File: config.mk
export PLATFORM = sky130hd
export DESIGN_NAME = sad_sample_loader
export DESIGN_NICKNAME = d
export VERILOG_FILES = /design/src/rtl/sad_pkg.sv /design/src/rtl/loader_addr_counter.sv /design/src/rtl/sad_sample_loader.sv
export SDC_FILE = /design/constraint.sdc
export NUM_CORES = 1
export LEC_CHECK = 0
export BUFFER_PORTS_ARGS = -buffer_cell sky130_fd_sc_hd__clkbuf_2
export CAP_MARGIN = 20
export CORE_UTILIZATION = 45
export CTS_BUF_LIST = sky130_fd_sc_hd__clkbuf_4 sky130_fd_sc_hd__clkbuf_8
export DETAILED_ROUTE_END_ITERATION = 16
export HOLD_SLACK_MARGIN = 0.12
export PLACE_DENSITY = 0.77
export SLEW_MARGIN = 10
export SYNTH_ARGS = -nofsm -noshare
export SYNTH_HDL_FRONTEND = slang
export SYNTH_HIERARCHICAL = 1
export SYNTH_SLANG_ARGS = --single-unit
File: constraint.sdc
create_clock -name Clk -period 1.65 [get_ports Clk]
set_clock_uncertainty 0.2 [all_clocks]
set_input_delay 0.165 -clock Clk [delete_from_list [all_inputs] [get_ports Clk]]
set_output_delay 0.165 -clock Clk [all_outputs]
set_load 0.02 [all_outputs]
File: src/rtl/sad_pkg.sv
// Shared definitions for the SAD datapath and its sample loader.
// Holds the loader FSM state encoding and the register-file geometry.
package sad_pkg;

    localparam int SAD_DEPTH  = 32;
    localparam int SAD_DATA_W = 8;
    localparam int SAD_ADDR_W = 5;

    typedef enum logic [1:0] {
        FILL,
        START,
        WAIT_LO,
        WAIT_HI
    } sad_state_e;

endpackage

File: src/rtl/loader_addr_counter.sv
// Register-file write address counter for the SAD sample loader.
// Ports: clk, rst (sync, active high), clr, inc -> addr, tc (addr==DEPTH-1).
module loader_addr_counter #(
    parameter int DEPTH  = 32,
    parameter int ADDR_W = 5
) (
    input  logic              clk,
    input  logic              rst,
    input  logic              clr,
    input  logic              inc,
    output logic [ADDR_W-1:0] addr,
    output logic              tc
);

    assign tc = (addr == ADDR_W'(DEPTH - 1));

    // Explicit wrap so a non power-of-two DEPTH still restarts at 0.
    always_ff @(posedge clk) begin
        if (rst || clr) begin
            addr <= '0;
        end else if (inc) begin
            addr <= tc ? '0 : addr + ADDR_W'(1);
        end
    end

endmodule

File: src/rtl/sad_sample_loader.sv
// Loads one DEPTH-sample frame into the SAD register file, pulses go, waits on done.
// Ports: Clk, Rst (sync, active high), in_valid/in_data/in_ready, wr_en/wr_addr/wr_data,
// go, done, busy, frame_cnt, err. Optional wait timeout: SAD_SAMPLE_LOADER_TIMEOUT_EN.
module sad_sample_loader
    import sad_pkg::*;
#(
    parameter int DEPTH   = SAD_DEPTH,
    parameter int DATA_W  = SAD_DATA_W,
    parameter int ADDR_W  = SAD_ADDR_W,
    parameter int TIMEOUT = 1023
) (
    input  logic              Clk,
    input  logic              Rst,
    input  logic              in_valid,
    input  logic [DATA_W-1:0] in_data,
    output logic              in_ready,
    output logic              wr_en,
    output logic [ADDR_W-1:0] wr_addr,
    output logic [DATA_W-1:0] wr_data,
    output logic              go,
    input  logic              done,
    output logic              busy,
    output logic [15:0]       frame_cnt,
    output logic              err
);

    sad_state_e        state;
    sad_state_e        state_nxt;
    logic [ADDR_W-1:0] addr;
    logic              tc;
    logic              xfer;
    logic              finish;
    logic              abort;

    // Outputs are held inactive while Rst is asserted so nothing is written.
    assign in_ready = (state == FILL) && !Rst;
    assign xfer     = in_valid && in_ready;
    assign wr_en    = xfer;
    assign wr_addr  = addr;
    assign wr_data  = in_data;
    assign go       = (state == START) && !Rst;
    assign busy     = (state != FILL) && !Rst;
    assign finish   = (state == WAIT_HI) && done;

    loader_addr_counter #(
        .DEPTH  (DEPTH),
        .ADDR_W (ADDR_W)
    ) u_addr (
        .clk  (Clk),
        .rst  (Rst),
        .clr  (abort),
        .inc  (xfer),
        .addr (addr),
        .tc   (tc)
    );

`ifdef SAD_SAMPLE_LOADER_TIMEOUT_EN
    localparam int WAIT_W = $clog2(TIMEOUT + 1);

    logic [WAIT_W-1:0] wait_cnt;
    logic              waiting;
    logic              err_q;

    assign waiting = (state == WAIT_LO) || (state == WAIT_HI);

    // A completing done in the same cycle beats the timeout.
    assign abort = waiting && !finish
                && (wait_cnt == WAIT_W'(TIMEOUT - 1));

    always_ff @(posedge Clk) begin
        if (Rst || state == START) begin
            wait_cnt <= '0;
        end else if (waiting) begin
            wait_cnt <= wait_cnt + WAIT_W'(1);
        end
    end

    always_ff @(posedge Clk) begin
        if (Rst) begin
            err_q <= 1'b0;
        end else if (abort) begin
            err_q <= 1'b1;
        end
    end

    assign err = err_q;
`else
    assign abort = 1'b0;
    assign err   = 1'b0;
`endif

    always_ff @(posedge Clk) begin
        if (Rst) begin
            state <= FILL;
        end else begin
            state <= state_nxt;
        end
    end

    always_ff @(posedge Clk) begin
        if (Rst) begin
            frame_cnt <= '0;
        end else if (finish) begin
            frame_cnt <= frame_cnt + 16'd1;
        end
    end

    always_comb begin
        state_nxt = state;
        case (state)
            FILL: begin
                if (xfer && tc) begin
                    state_nxt = START;
                end
            end
            START: begin
                state_nxt = WAIT_LO;
            end
            WAIT_LO: begin
                if (abort) begin
                    state_nxt = FILL;
                end else if (!done) begin
                    state_nxt = WAIT_HI;
                end
            end
            WAIT_HI: begin
                if (done || abort) begin
                    state_nxt = FILL;
                end
            end
            default: begin
                state_nxt = FILL;
            end
        endcase
    end

endmodule
==> qor.yml <==
fin_nets: 197
ys_types: 30
clock.fmax_ghz: 0.571
grt_util_all_layers_pct: 18.7
synth_top_cells_by_count: "23 x dfxtp_1, 17 x nor2_1, 13 x xor2_1"
grt_pass1_wl_um: 3940
leakage_nw: 0.724
p_per_area_mw_per_mm2: 530
antenna_found_initial: 0
synth-edff-count: 0
cts_tree: "yes"
diodes: 0
final_area_mm2: 0.00165
die_w_um: 53.6
pin_count: 46
place_area_mm2: 0.00145
dp_cells: 193
clock_path_buffers: 2
post-route-drc-count: 0
grt_pass1_vias: 964
clk_pin_slew_worst_paths_ps: 130
yosysTopAreaCell: "dfxtp_1"
start_util_pct: 48.0
setup_ws_ps: -101
core_area_mm2: 0.00250
p_int_mw: 0.672
ant_nets: 0
period_share_pct: 106
pwr-share-comb_pct: 6.9
gr-total-overflow: 0
ctsHtreeMaxLevel: 1
hold-worst-slack_ps: -56.0
cp_max_fo: 2
synth_area_mm2: 0.00120
die_height_um: 53.6
ys_seq_elements: 23
path_cells: "ha_4 -> and3_4 -> ha_4 -> nand3b_1 -> a221oi_2 -> mux2i_1 -> nor2_1"
cp_common_cell: "ha_4"
place.gp.congestion: 0.759
hold_path.class: "primary input to flop"
fin_crit_ps: 1750
crit_path_top_delay_cell: "dfxtp_4"
via_per_inst: 5.08
critPathCaptureType: "flop"
ir_worst_vdd_mv: 0.371
synthMostInstantiatedCell: "dfxtp_1"
synthCells: 132
pwr-share-clk_pct: 29.8
max_stage_delay_ps: 380
worst-endpoint-arrival_ps: 1770
fp-row-count: 18
critPathRequiredTime_ps: 1670
pre_cts_ws_ps: -96.2
async_flop_share_pct: 0
hold_buffers: 2
grt_setup_unrepaired: "yes"
insertion_delay_ps: 310
hold_viol_final: 2
fin_util_pct: 66.1
status: "finished, violations left"
violations: "negative hold slack, negative setup slack"
finalNonFillerCells: 207
cap_violations: 0
firstDrtPassIters: 4
clock-sinks: 23
power.total_mw: 0.877
hpwl_um: 1790
p_sw_mw: 0.205
worst_setup_path_start_kind: "flop"
power_frac_seq_pct: 63.2
wl_um: 2590
synthFlopType: "dfxtp_1"
syn_avg_cell_area_um2: 9.09
numCtsBuffers: 3
yosys_warnings: 6
die_area_mm2: 0.00288
netlist.area_leader.share_pct: 38.4
setup_viol: 12
port_buffers: 28
drt_iter0_drc: 11
ys_seq_area_share_pct: 38.4
areaGrowthSynthToFinish_pct: 37.7
setup-tns-final_ps: -552
worstSetupPathType: "flop to flop"
layout-drive-gt1-share_pct: 46.3
root_buffer: "clkbuf_4"
finalMaxSlewViolations: 0
p_sw_share_pct: 23.4
fillerInstances: 206
dr_total_vias: 1051
yosys-top-cells-area: "dfxtp_1 38%, xor2_1 9.5%, ha_1 7.3%"
grt_max_degree: 21
wl_per_cell_um: 12.5
timing repair:
item                                   4_1_cts  5_1_grt
resized for setup                           14       16
setup buffers                                7        1
setup endpoints to repair                   14       19
pin swaps                                   12        5
endpoints found under the hold margin        7        2
gates cloned                                 0        0
sequential cells by signal, summed over array words and instances, names as in the netlist:
register / count
u_addr/addr: 5
state: 2
frame_cnt: 16
power by group through the flow:
stage / Combinational (mW) / Clock (mW) / Sequential, mW
floorplan: 0.0591 / 0 / 0.569
global placement: 0.0430 / 0 / 0.567
detailed placement: 0.0438 / 0 / 0.567
CTS: 0.0571 / 0.273 / 0.555
global route: 0.0651 / 0.294 / 0.555
finish: 0.0607 / 0.262 / 0.554
cells in the final DEF (no fill, tap or decap), drive strengths merged:
master,count
xnor2,1
nand2,8
nand3,6
and4,4
inv,2
ha,7
or3,4
nand3b,1
and3,2
nor2,17
buf,26
nor3,4
and2b,1
and2,2
clkbuf,27
a221oi,1
clkinv,1
mux2i,3
dlygate4sd3,2
a211o,1
o21ai,4
a21oi,5
conb,4
nand4,6
dfxtp,23
xor2,13
nor2b,2
per-layer routing:
metal | wire [um] | track usage, %
met1 | 1170 | 21.7
met2 | 1290 | 34.0
met3 | 107 | 2.82
met4 | 24 | 7.02
met5 | 0 | 0
final cells by class:
cell class	count	area, um^2	share of cell area [%]
repair buffers	52	369	22.3
clock inverters	1	5.00	0.303
flip-flops and latches	23	478	28.9
inverters	2	10.0	0.606
well taps	30	37.5	2.27
multi-input cells	96	731	44.2
clock buffers	3	22.5	1.36
worst max-delay path: cells and delay by family (launching register included):
| family | cells | cell delay [ps] |
|---|---|---|
| AOI/OAI and AO/OA | 1 | 300 |
| and+or+nand+nor | 3 | 320 |
| adders and majority gates | 2 | 250 |
| muxes | 1 | 220 |
| DFF | 1 | 380 |
kinds of logic after synthesis:
kind of cell             Yosys count  synth area share [%]
XOR/XNOR                          14                  10.2
flip-flops                        23                  38.4
AND/OR/NAND/NOR                   57                  26.1
adder cells (fa/ha/maj)            7                  7.30
other                              1                 0.313
AO/OA/AOI/OAI                     11                  5.21
multiplexers                       3                  2.50
buffers and inverters             16                  10.0
final timing paths:
kind | from | end | slack [ps] | cells after the start
max | u_addr/addr[1] | state[1] | -100 | 7
min | Rst | u_addr/addr[1] | -60 | 2
max reg2reg | u_addr/addr[1] | state[1] | -100 | 7
min reg2reg | frame_cnt[15] | frame_cnt[15] | 310 | 2
Note: power is estimated with default switching activity, not from simulation.
